--- config.mk ---
export PLATFORM = sky130hd
export DESIGN_NAME = pwm_capture
export DESIGN_NICKNAME = d
export VERILOG_FILES = /design/src/rtl/pwm_pkg.sv /design/src/rtl/pwm_sync_edge.sv /design/src/rtl/pwm_capture.sv
export SDC_FILE = /design/constraint.sdc
export NUM_CORES = 1
export LEC_CHECK = 0
export CORE_MARGIN = 5
export CORE_UTILIZATION = 50
export DETAILED_ROUTE_END_ITERATION = 8
export MAX_ROUTING_LAYER = met4
export PLACE_DENSITY = 0.75
export SYNTH_ARGS = -nofsm -noshare
export SYNTH_HDL_FRONTEND = slang
export SYNTH_SLANG_ARGS = --single-unit
--- constraint.sdc ---
create_clock -name clk -period 2 [get_ports clk]
set_clock_uncertainty 0.15 [all_clocks]
set_input_delay 0.4 -clock clk [delete_from_list [all_inputs] [get_ports clk]]
set_output_delay 0.4 -clock clk [all_outputs]
set_load 0.05 [all_outputs]
--- src/rtl/pwm_pkg.sv ---
// pwm_pkg: shared servo-PWM constants, state enum and position type for pwm_gen / pwm_capture.
package pwm_pkg;
   localparam int CLK_PER_US      = 50;
   localparam int PWM_MIN_CYC     = 1000 * CLK_PER_US;
   localparam int PWM_FULL_CYC    = 2000 * CLK_PER_US;
   localparam int PWM_GLITCH_CYC  = 500 * CLK_PER_US;
   localparam int PWM_MAX_CYC     = 2500 * CLK_PER_US;
   localparam int PWM_TIMEOUT_CYC = 25000 * CLK_PER_US;
   localparam int PWM_STEP_CYC    = (PWM_FULL_CYC - PWM_MIN_CYC) / 255;
   typedef logic [7:0] position_t;
   typedef enum logic [1:0] {WAIT_LOW, IDLE, HIGH} pwm_cap_state_t;
   function automatic position_t sat_inc(position_t p);
      return (p == 8'hff) ? p : p + 8'd1;
   endfunction
endpackage

--- src/rtl/pwm_sync_edge.sv ---
// pwm_sync_edge: 2-flop synchronizer with rise/fall strobes aligned to the synchronized level.
module pwm_sync_edge (
   input  logic clk,
   input  logic rst_n,
   input  logic d,
   output logic s,
   output logic rise,
   output logic fall
);
   logic s1;
   always_ff @(posedge clk)
      if (!rst_n) begin
         s1 <= 1'b0;
         s <= 1'b0;
         rise <= 1'b0;
         fall <= 1'b0;
      end else begin
         s1 <= d;
         s <= s1;
         rise <= s1 & ~s;
         fall <= ~s1 & s;
      end
endmodule

--- src/rtl/pwm_capture.sv ---
// pwm_capture: RC servo pulse decoder to 8-bit position with glitch/overlength rejection and loss-of-signal flag.
// Define PWM_CAPTURE_FILTER_EN to average consecutive raw results (one extra cycle of latency).
module pwm_capture
   import pwm_pkg::*;
#(
   parameter int MIN_CYC     = PWM_MIN_CYC,
   parameter int STEP_CYC    = PWM_STEP_CYC,
   parameter int GLITCH_CYC  = PWM_GLITCH_CYC,
   parameter int MAX_CYC     = PWM_MAX_CYC,
   parameter int TIMEOUT_CYC = PWM_TIMEOUT_CYC
) (
   input  logic       clk,
   input  logic       rst_n,
   input  logic       pwm_in,
   output logic [7:0] position,
   output logic       valid,
   output logic       pulse_err,
   output logic       signal_lost
);
   localparam int TW = $clog2(TIMEOUT_CYC + 2);
   localparam logic [16:0] W_MIN = 17'(MIN_CYC);
   localparam logic [16:0] W_GL = 17'(GLITCH_CYC);
   localparam logic [16:0] W_MAX = 17'(MAX_CYC);
   localparam logic [16:0] P_LAST = 17'(STEP_CYC - 1);
   localparam logic [TW-1:0] T_LIM = TW'(TIMEOUT_CYC);
   pwm_cap_state_t state, nxt;
   logic s, rise, fall, done, err, vld_n, ph;
   logic [1:0] rdy;
   logic [16:0] w, w_n, pre, pre_n;
   position_t stp, stp_n;
   logic [TW-1:0] cnt;
   pwm_sync_edge sync (.clk(clk), .rst_n(rst_n), .d(pwm_in), .s(s), .rise(rise), .fall(fall));
   // WAIT_LOW ignores s until the synchronizer has refilled after reset (rdy)
   always_comb begin
      nxt = state;
      w_n = w;
      pre_n = pre;
      stp_n = stp;
      done = 1'b0;
      err = 1'b0;
      case (state)
         WAIT_LOW: nxt = (rdy[1] && !s) ? IDLE : WAIT_LOW;
         IDLE: begin
            w_n = rise ? 17'd1 : '0;
            pre_n = '0;
            stp_n = '0;
            nxt = rise ? HIGH : IDLE;
         end
         HIGH: if (fall) begin
            nxt = IDLE;
            done = w >= W_GL;
            err = w < W_GL;
         end else begin
            w_n = (w > W_MAX) ? w : w + 17'd1;
            if (w >= W_MIN) begin
               pre_n = (pre == P_LAST) ? '0 : pre + 17'd1;
               stp_n = (pre == P_LAST) ? sat_inc(stp) : stp;
            end
            if (w == W_MAX) begin
               err = 1'b1;
               nxt = WAIT_LOW;
            end
         end
         default: nxt = WAIT_LOW;
      endcase
   end
   // Counter advances by two every other cycle, so it still tracks elapsed cycles
   always_ff @(posedge clk)
      if (!rst_n) begin
         state <= WAIT_LOW;
         w <= '0;
         pre <= '0;
         stp <= '0;
         rdy <= '0;
         valid <= 1'b0;
         pulse_err <= 1'b0;
         cnt <= T_LIM;
         ph <= 1'b0;
      end else begin
         state <= nxt;
         w <= w_n;
         pre <= pre_n;
         stp <= stp_n;
         rdy <= {rdy[0], 1'b1};
         valid <= vld_n;
         pulse_err <= err;
         ph <= vld_n ? 1'b0 : ~ph;
         cnt <= vld_n ? '0 : (ph && cnt < T_LIM) ? cnt + TW'(2) : cnt;
      end
   assign signal_lost = cnt >= T_LIM;
`ifdef PWM_CAPTURE_FILTER_EN
   position_t raw, prev;
   logic raw_v;
   logic [8:0] sum;
   assign sum = {1'b0, raw} + {1'b0, prev} + 9'd1;
   assign vld_n = raw_v;
   always_ff @(posedge clk)
      if (!rst_n) begin
         raw <= '0;
         prev <= '0;
         raw_v <= 1'b0;
         position <= '0;
      end else begin
         raw_v <= done;
         if (done) raw <= stp;
         if (raw_v) begin
            prev <= raw;
            position <= signal_lost ? raw : sum[8:1];
         end
      end
`else
   assign vld_n = done;
   always_ff @(posedge clk)
      if (!rst_n) position <= '0;
      else if (done) position <= stp;
`endif
endmodule

==> results by group, run 1 <==
Status
  – Status: finished with violations
  – Failing checks: setup timing

Drt
  – Initial DRC count: 280
  – Detailed Routing Iterations Pass 1: 6
  – Antenna Violating Nets Remaining: 0
  – Vias after detailed routing: 4270
  – WL final: 13420 um
  – Routed vias/inst: 6.126
  – Drt wl/cell: 19.26 um
  – Drt drc: 0

Cells and area
  – Area Growth Syn to Fin: 46.81%
  – Number of nets in the layout: 600
  – Storage element area: 0.001640 mm2
  – N_diodes: 0
  – Ratio of cells with drive above 1 in the final layout: 39.86%
  – Multi-input logic area: 0.003034 mm2
  – Commonest cells after routing, fill and taps aside: buf_4 (77), dfxtp_1 (68), nor2_1 (67)
  – Fillers: 519
  – Commonest non-fill, non-tap cell in the layout: buf_4
  – Final instance area: 0.006067 mm2

STA
  – Normalized max-slew margin: 66.81%
  – Hold Vio Cnt, Final: 0
  – Slew @ Worst Pin: 0.4967 ns
  – Fmax: 413.7 MHz
  – Setup_tns: -8.226 ns
  – Unrepaired setup endpoints after global routing: yes
  – PnR worst setup slack: -0.4170 ns
  – Setup violators final: 51
  – Slew Viols, Final: 0
  – Post-layout min period: 2.417 ns
  – Crit share post-route: 120.9%

Clock tree
  – Clock Path Buffers: 2
  – TritonCTS clock tree: done
  – Clk slew on worst S/H paths: 0.09 ns
  – Clock root cell: clkbuf_8
  – CTS H-Tree Depth: 3
  – Post-CTS Hold Buffers: 0
  – Worst-Skew Late Latency: 0.36 ns
  – Clock sinks: 81
  – Total CTS buffers: 9

Die
  – Die height: 100.9 um
  – DIE AREA: 0.01018 mm2
  – Core area: 0.008134 mm2
  – Starting Density: 50.81%
  – Row count: 33
  – Chip Width: 100.9 um
  – I/O pin count: 14

Logic synthesis
  – Number of enable flip-flop cells after synthesis: 0
  – Post-synth top flop: dfxtp_1
  – Mapped cell area: 0.004133 mm2
  – Synth Warn #: 0
  – Synthesized Nets: 498
  – Netlist cell types: 63
  – Synth Instances: 485
  – Register area share after synthesis: 39.24%
  – FF+latch count, synth: 81
  – Syn avg cell area: 8.521 um2
  – Post-synth ARST share: 0%

Critical path
  – WP data required: 1.45 ns
  – Worst EP arrival: 1.87 ns
  – Slowest-stage cell, CP: nor4_4
  – CP Max Fanout: 4
  – CP Cell Sequence: buf_4, nand4_1, nor4_4, or2_4, buf_12
  – Worst setup EP type: output port
  – Worst path bufs/invs: 2
  – Startpoint types: flop
  – CP top delay family: simple AND/OR/NAND/NOR gates
  – Setup Crit Path Kind: reg -> out
  – Crit path largest cell delay: 0.45 ns

Pwr
  – Clock share of power: 40.5%
  – Sw frac: 24.46%
  – Switching pwr: 0.7528 mW
  – Logic gate share of total power: 6.6%
  – Leakage: 2.167 nW
  – Pwr/cell area: 507.3 mW/mm2
  – Cell Int Power: 2.325 mW
  – Peak VDD IR: 0.0005278 V
  – Flop pwr share: 52.9%

Placed design
  – Area after DPL: 0.004912 mm2
  – GPL Wtd Cong: 0.8860
  – Number of port buffers: 13
  – Final HPWL DP: 6841 um

Global routing
  – Gr ovfl total: 0
  – Vias in the first global route: 4001
  – First-pass GRT wire length: 18460 um
  – Initial antenna violation count: 0
  – Largest net degree at the start of global routing: 30
  – GRT Total Usage: 22.97%

Worst hold path
  – Hold Crit Class: reg -> reg

Flow run
  – Max-cap violations: 0
[what timing repair did]
item / in CTS / in global routing
pin swaps: 35 / 66
setup buffers: 6 / 15
gates resized for setup: 48 / 113
gates cloned: 2 / 2
endpoints found under the setup margin: 48 / 73
[metal layers]
layer  share of wire (%)  track usage (%)  vias up  wire, um
met5                   0                -        -         0
met4                 4.6            8.282        0       616
met1                  37            26.56     2038      4941
met3                 6.7            4.844       67       904
li1                    -                -     1918         -
met2                  52            39.29      247      6960
[worst paths after layout]
path | start | endpoint | slack, ns | cells past startpoint
setup / recovery | cnt[12] | signal_lost | -0.42 | 5
hold / removal | sync.s1 | sync.fall | 0.29 | 1
setup reg to reg | cnt[12] | cnt[6] | -0.34 | 9
hold reg to reg | sync.s1 | sync.fall | 0.29 | 1
[sequential cells by signal, summed over array words and instances, names as in the netlist]
signal	count
w	17
cnt	20
sync.rise	1
state	2
ph	1
sync.s	1
sync.s1	1
pulse_err	1
rdy	2
sync.fall	1
pre	17
stp	8
valid	1
position	8
[power groups by stage]
| stage | Sequential [mW] | Clock [mW] | Combinational [mW] |
|---|---|---|---|
| final | 1.63 | 1.25 | 0.202 |
| after floorplan | 1.67 | 0 | 0.102 |
| after global placement | 1.67 | 0 | 0.152 |
| after CTS | 1.63 | 1.26 | 0.181 |
| after global routing | 1.63 | 1.33 | 0.215 |
| after detailed placement | 1.67 | 0 | 0.158 |
[cells by family after synthesis]
logic type | after synthesis | share of synthesized area (%)
compound gates | 66 | 11.72
xor+xnor | 43 | 9.113
fa+ha+maj | 10 | 3.028
buf+inv | 35 | 3.754
flops | 81 | 39.24
mux | 11 | 2.664
simple gates | 239 | 30.49
[final cells by class]
cell class	instances	share of cell area, %
well taps	105	2.165
flip-flops and latches	81	27.04
repair buffers	108	16.46
inverters	16	0.9899
clock buffers	11	2.330
clock inverters	5	1.011
multi-input cells	371	50.01
[Yosys cell counts (all sizes together), types with 2 or more instances]
cell,instances,area [um2]
xnor2,31,271.5
dfxtp,81,1622
clkbuf,10,37.54
nand3,26,142.6
o22ai,3,18.77
a31oi,2,12.51
nor2b,2,12.51
nand3b,5,37.54
and2,8,51.30
buf,9,57.55
a21oi,18,105.1
ha,10,125.1
or3,4,30.03
nand2b,3,18.77
nand4b,2,17.52
nor3,19,95.09
nand2,43,185.2
mux2i,11,110.1
or4,3,26.27
xor2,12,105.1
nor4b,7,67.56
o211ai,4,30.03
a311o,2,20.02
nor4,14,102.6
a21o,2,15.01
o21ai,19,102.6
nor3b,2,15.01
nor2,73,274.0
o221a,2,22.52
or2,3,18.77
nand4,12,75.07
inv,16,60.06
and3,11,68.82
a211oi,2,20.02
[through the flow]
step	power (mW)	hold WS, ns	util, %	setup slack [ns]	cells
floorplan	1.770	0.2323	-	-0.08258	485
global placement	1.818	0.2635	60.39	-0.1017	656
detailed placement	1.824	0.2707	60.39	-0.1295	656
CTS	3.067	0.2864	67.11	-0.2458	680
global route	3.175	0.3137	74.59	-0.4262	697
finish	3.078	0.2882	74.59	-0.4170	697
Note: power is estimated with default switching activity, not from simulation.
==> run 2: changes to the inputs <==
Settings changed: MAX_ROUTING_LAYER met4 to not set, SETUP_SLACK_MARGIN set to 0.4.
==> run 2 against run 1 <==
  * The flow still finishes with violations (setup timing)
  * Largest power group unchanged
  * Routed wire length down 7.0%
  * Final cell count shrank 0.57%
  * Critical endpoint unchanged
  * Hold slack worse by 0.0096 ns
  * Clock-buffer cell count decreased by 1
  * Worst setup slack improved by 0.070 ns
  * Sequential share of layout area up 0.060 points
  * Critical path depth did not move
  * Register-to-register slack gained 0.05 ns
  * Global-route usage rose by 0.19 points
==> results by group, run 2 (same netlist as run 1, synthesis figures left out) <==
Clock tree
  – Clock sinks: 81 (unchanged)
  – Total CTS buffers: 9 (unchanged)
  – TritonCTS clock tree: done
  – Clock Path Buffers: 2 (unchanged)
  – Clk slew on worst S/H paths: 0.10 ns (about the same)
  – Post-CTS Hold Buffers: 0 (unchanged)
  – Worst-Skew Late Latency: 0.36 ns (about the same)
  – CTS H-Tree Depth: 3 (unchanged)
  – Clock root cell: clkbuf_8

Worst hold path
  – Hold Crit Class: reg -> reg

Cells and area
  – Area Growth Syn to Fin: 46.93% (about the same)
  – N_diodes: 0 (unchanged)
  – Commonest non-fill, non-tap cell in the layout: buf_4
  – Final instance area: 0.006072 mm2 (about the same)
  – Commonest cells after routing, fill and taps aside: buf_4 (76), dfxtp_1 (66), nor2_1 (63)
  – Biggest regs: cnt x20, pre x17, w x17
  – Max FFs per register: 20 (unchanged)
  – Number of nets in the layout: 596 (-0.67%)
  – Most flops, register: cnt
  – Fin util: 74.65% (about the same)
  – Ratio of cells with drive above 1 in the final layout: 42.18% (+2.3 points)

Status
  – Failing checks: setup timing
  – Status: finished with violations

Global routing
  – Initial antenna violation count: 0 (unchanged)
  – Vias in the first global route: 4147 (+3.6%)
  – GRT Total Usage: 23.16% (+0.19 points)
  – First-pass GRT wire length: 18990 um (+2.9%)
  – Gr ovfl total: 0 (unchanged)
  – Largest net degree at the start of global routing: 30 (unchanged)

Critical path
  – CP Cell Sequence: or3_4, o21ai_4, a21oi_4, or2_4, buf_12
  – Crit path largest cell delay: 0.41 ns (-0.04 ns)
  – Critical R2R Capture: cnt[15]
  – Slowest-stage cell, CP: or3_4
  – WP data required: 1.45 ns (about the same)
  – Worst setup endpoint: signal_lost
  – Worst setup EP type: output port
  – CP Max Fanout: 2 (-2)
  – Setup Crit Path Kind: reg -> out
  – Worst EP arrival: 1.80 ns (-0.07 ns)
  – Flop-to-flop setup slack: -0.29 ns (+0.05 ns)
  – Startpoint types: flop
  – Reg2Reg Depth: 8 (-1)
  – Critical path launch point: cnt[15]
  – Worst r2r src: cnt[15]

STA
  – Crit share post-route: 117.3% (-3.5 points)
  – Slew @ Worst Pin: 0.4675 ns (-0.02918 ns)
  – PnR worst setup slack: -0.3468 ns (+0.07020 ns)
  – Setup violators final: 47 (-7.8%)
  – Unrepaired setup endpoints after global routing: yes
  – Hold Slack: 0.2786 ns (-0.009560 ns)
  – Normalized max-slew margin: 68.65% (+1.8 points)
  – Hold Vio Cnt, Final: 0 (unchanged)
  – Slew Viols, Final: 0 (unchanged)
  – Post-layout min period: 2.347 ns (-0.07020 ns)
  – Fmax: 426.1 MHz (+3.0%)

Pwr
  – Pwr/cell area: 495.4 mW/mm2 (-2.4%)
  – Leakage: 2.079 nW (-4.1%)
  – Peak VDD IR: 0.0003763 V (-29%)

Die
  – I/O pin count: 14 (unchanged)
  – Chip Width: 100.9 um (unchanged)
  – DIE AREA: 0.01018 mm2 (unchanged)
  – Die height: 100.9 um (unchanged)
  – Starting Density: 50.81% (unchanged)
  – Row count: 33 (unchanged)
  – Core area: 0.008134 mm2 (unchanged)

Drt
  – Detailed Routing Iterations Pass 1: 5 (-1)
  – WL final: 12480 um (-7.0%)
  – Initial DRC count: 243 (-13%)
  – Antenna Violating Nets Remaining: 0 (unchanged)
  – Drt drc: 0 (unchanged)
  – Vias after detailed routing: 4115 (-3.6%)
  – Drt wl/cell: 18.00 um (-6.5%)
  – Routed vias/inst: 5.938 (-3.1%)

Flow run
  – Max-cap violations: 0 (unchanged)

Placed design
  – Number of port buffers: 13 (unchanged)
  – Final HPWL DP: 6746 um (-1.4%)
  – Area after DPL: 0.005066 mm2 (+3.1%)
  – Worst slack, placed: -0.1173 ns (+0.01227 ns)
  – GPL Wtd Cong: 0.8927 (+0.76%)
## run 2: cell count changes in the layout (fill, tap and decap cells not counted), sizes merged
cell,previous run,this run
bufinv,1,0
inv,18,19
clkbuf,11,10
o21ai,19,20
buf,106,101
clkinvlp,0,1
## run 2: cell type report
cell class                 count  area (um2)
multi-input combinational    372        3119
timing repair buffer         103       928.4
clock inverter                 6       50.05
clock buffer                  10       137.6
inverter                      16       60.06
tap                          105       131.4
sequential                    81        1645
fill                         517        2062
## run 2: what timing repair did
item | 4_1_cts | 5_1_grt
buffers inserted | 13 | 6
setup endpoints to repair | 76 | 76
hold endpoints to repair | 0 | 0
pin swaps | 34 | 35
resized for setup | 68 | 62
gates cloned | 4 | 1
## run 2: per-stage QoR
step	TNS, ns	std cells	total power [mW]
2_1_floorplan	-0.9930	485	1.775
3_3_place_gp	-1.550	653	1.821
6_report	-5.884	693	3.008
3_5_place_dp	-1.999	653	1.825
5_1_grt	-10.73	693	3.111
4_1_cts	-3.336	686	2.992
## run 2: power breakdown
part           total, mW  switching, mW  internal, mW
Combinational      0.202          0.117        0.0849
Sequential          1.63        0.00630          1.62
Clock               1.18          0.677         0.503
Total               3.01          0.800          2.21
## run 2: worst min path at each step
stage	start	endpoint	slack (ns)	depth (start not counted)
after global placement	sync.s1	sync.fall	0.24	1
after CTS	sync.s1	sync.fall	0.28	1
after floorplan	sync.s1	sync.fall	0.23	1
after global routing	sync.s1	sync.fall	0.28	1
after detailed placement	sync.s1	sync.fall	0.26	1
final	sync.s1	sync.fall	0.28	1
## run 2: metal layers
layer / share of wire [%] / track usage [%]
met5: 0 / 0
met1: 40 / 26.63
met2: 52 / 40.20
met4: 3.6 / 13.39
met3: 4.1 / 4.014
## run 2: critical path, delay by kind of cell (launching register included)
family	cells	cell delay, ns
simple gates	2	0.66
compound gates	2	0.27
flops	1	0.34
buf+inv	1	0.15
==> run 3: changes to the inputs <==
Settings changed: RECOVER_POWER set to 25.
==> run 3 against run 2 <==
  * The run still ends with setup timing left
  * Largest cell class unchanged
  * Sequential power barely moved
  * Via count barely moved
  * Non-clock buffer count did not move
  * Critical endpoint unchanged
  * Final cell count did not move
  * Largest power group unchanged
  * Sequential share of layout area barely moved
==> results by group, run 3 (same netlist as run 1, synthesis figures left out) <==
Placed design
  – Area after DPL: 0.005066 mm2 (unchanged)
  – Number of port buffers: 13 (unchanged)
  – Final HPWL DP: 6746 um (unchanged)
  – Worst slack, placed: -0.1173 ns (unchanged)
  – GPL Wtd Cong: 0.8927 (unchanged)
  – Placed insts: 653 (unchanged)

Cells and area
  – Final Non-Filler Cells: 693 (unchanged)
  – Fin util: 74.57% (-0.077 points)
  – Area Growth Syn to Fin: 46.78%
  – Max FFs per register: 20 (unchanged)
  – Ratio of cells with drive above 1 in the final layout: 42.01% (-0.17 points)
  – Biggest regs: cnt x20, pre x17, w x17
  – Fillers: 518 (+0.19%)
  – Final instance area: 0.006066 mm2 (-0.10%)
  – Commonest cells after routing, fill and taps aside: buf_4 (74), dfxtp_1 (66), nor2_1 (63)
  – Most flops, register: cnt
  – Number of nets in the layout: 596 (unchanged)
  – N_diodes: 0 (unchanged)
  – Commonest non-fill, non-tap cell in the layout: buf_4

STA
  – Unrepaired setup endpoints after global routing: yes
  – Fmax: 426.0 MHz (about the same)
  – Post-layout min period: 2.347 ns (+0.0004440 ns)
  – Hold Slack: 0.2797 ns (+0.001093 ns)
  – Setup_tns: -6.113 ns (-0.2288 ns)
  – Crit share post-route: 117.4% (about the same)
  – Slew @ Worst Pin: 0.7938 ns (+0.3263 ns)
  – Hold Vio Cnt, Final: 0 (unchanged)
  – Normalized max-slew margin: 47.08% (-22 points)
  – PnR worst setup slack: -0.3473 ns (-0.0004440 ns)
  – Setup violators final: 48 (+2.1%)
  – Slew Viols, Final: 0 (unchanged)

Critical path
  – Worst setup EP type: output port
  – Critical R2R Capture: cnt[15]
  – Reg2Reg Depth: 8 (unchanged)
  – CP top delay family: simple AND/OR/NAND/NOR gates
  – Setup Crit Path Kind: reg -> out
  – Crit path depth: 5 (unchanged)
  – Critical path launch point: cnt[15]
  – Worst setup endpoint: signal_lost
  – Startpoint types: flop
  – Worst path bufs/invs: 1 (unchanged)
  – CP Max Fanout: 2 (unchanged)
  – WP data required: 1.45 ns (about the same)
  – CP Cell Sequence: or3_4, o21ai_4, a21oi_4, or2_4, buf_12
  – Crit path largest cell delay: 0.41 ns (about the same)
  – Flop-to-flop setup slack: -0.29 ns (about the same)
  – Slowest-stage cell, CP: or3_4
  – Worst r2r src: cnt[15]
  – Worst EP arrival: 1.80 ns (about the same)

Clock tree
  – Worst-Skew Late Latency: 0.36 ns (about the same)
  – Clock Path Buffers: 2 (unchanged)
  – Clock sinks: 81 (unchanged)
  – Clock root cell: clkbuf_8
  – Total CTS buffers: 9 (unchanged)
  – CTS H-Tree Depth: 3 (unchanged)
  – TritonCTS clock tree: done
  – Post-CTS Hold Buffers: 0 (unchanged)
  – Clk slew on worst S/H paths: 0.10 ns (about the same)

Pwr
  – Final Power: 3.007 mW (about the same)
  – Logic gate share of total power: 6.7% (about the same)
  – Switching pwr: 0.8005 mW (about the same)
  – Pwr/cell area: 495.8 mW/mm2 (about the same)
  – Leakage: 2.073 nW (-0.30%)
  – Peak VDD IR: 0.0003783 V (+0.52%)
  – Cell Int Power: 2.207 mW (about the same)
  – Flop pwr share: 54.1% (about the same)
  – Sw frac: 26.62% (about the same)
  – Clock share of power: 39.3% (about the same)

Drt
  – Detailed Routing Iterations Pass 1: 5 (unchanged)
  – Routed vias/inst: 5.934 (about the same)
  – Antenna Violating Nets Remaining: 0 (unchanged)
  – Vias after detailed routing: 4112 (-0.073%)
  – Initial DRC count: 243 (unchanged)
  – WL final: 12500 um (+0.16%)
  – Drt wl/cell: 18.03 um (+0.16%)
  – Drt drc: 0 (unchanged)

Global routing
  – First-pass GRT wire length: 18990 um (unchanged)
  – Initial antenna violation count: 0 (unchanged)
  – Gr ovfl total: 0 (unchanged)
  – Largest net degree at the start of global routing: 30 (unchanged)
  – Vias in the first global route: 4147 (unchanged)
  – GRT Total Usage: 23.16% (unchanged)

Die
  – Chip Width: 100.9 um (unchanged)
  – I/O pin count: 14 (unchanged)
  – Starting Density: 50.81% (unchanged)
  – Die height: 100.9 um (unchanged)
  – Core area: 0.008134 mm2 (unchanged)
  – DIE AREA: 0.01018 mm2 (unchanged)
  – Row count: 33 (unchanged)

Status
  – Failing checks: setup timing
  – Status: finished with violations

Worst hold path
  – Hold_sp: sync.s1
  – Hold Crit Class: reg -> reg

Flow run
  – Max-cap violations: 0 (unchanged)
[run 3: cell count changes in the layout (fill, tap and decap cells not counted)]
cell,before,now
clkdlybuf4s50_1,2,1
buf_4,76,74
and2_1,7,5
clkbuf_2,0,1
clkbuf_1,0,1
dlygate4sd3_1,0,1
and2_0,0,2
[run 3: worst reg2reg max path, cell delays in order (launching register included)]
cell     delay (ns)
dfxtp_2        0.34
or3_4          0.41
o21ai_4        0.18
a21oi_4        0.09
buf_4          0.25
buf_4          0.21
nor4_4         0.30
xnor2_1        0.17
nor2_1         0.08
[run 3: metal layers]
layer | share of wire [%] | global-route usage, % | wire length (um) | up-vias
li1 | - | - | - | 1912
met3 | 4.0 | 4.014 | 494 | 46
met2 | 52 | 40.20 | 6515 | 143
met1 | 40 | 26.63 | 5039 | 2011
met4 | 3.6 | 13.39 | 446 | 0
met5 | 0 | 0 | 0 | -
[run 3: worst min-delay path by stage]
stage	endpoint	slack, ns	depth (start not counted)
floorplan	sync.fall	0.23	1
global placement	sync.fall	0.24	1
detailed placement	sync.fall	0.26	1
CTS	sync.fall	0.28	1
global route	sync.fall	0.28	1
finish	sync.fall	0.28	1
[run 3: repair_timing]
action                                  4_1_cts  5_1_grt
cloned                                        4        1
pin swaps                                    34       35
endpoints found under the setup margin       76       76
buffers inserted                             13        6
endpoints found under the hold margin         0        0
gates resized for setup                      68       62
[run 3: area by class of cell]
class                      count  area, um2  share of cell area [%]
multi-input combinational    372       3119                   51.42
sequential                    81       1645                   27.12
timing repair buffer         103      922.1                   15.20
clock buffer                  10      137.6                   2.269
tap                          105      131.4                   2.166
inverter                      16      60.06                  0.9901
clock inverter                 6      50.05                  0.8251
[run 3: power groups by stage]
stage          clock, mW  sequential [mW]  combinational (mW)
6_report            1.18             1.63               0.201
5_1_grt             1.27             1.63               0.214
4_1_cts             1.18             1.63               0.180
3_5_place_dp           0             1.67               0.159
3_3_place_gp           0             1.67               0.155
2_1_floorplan          0             1.67               0.107
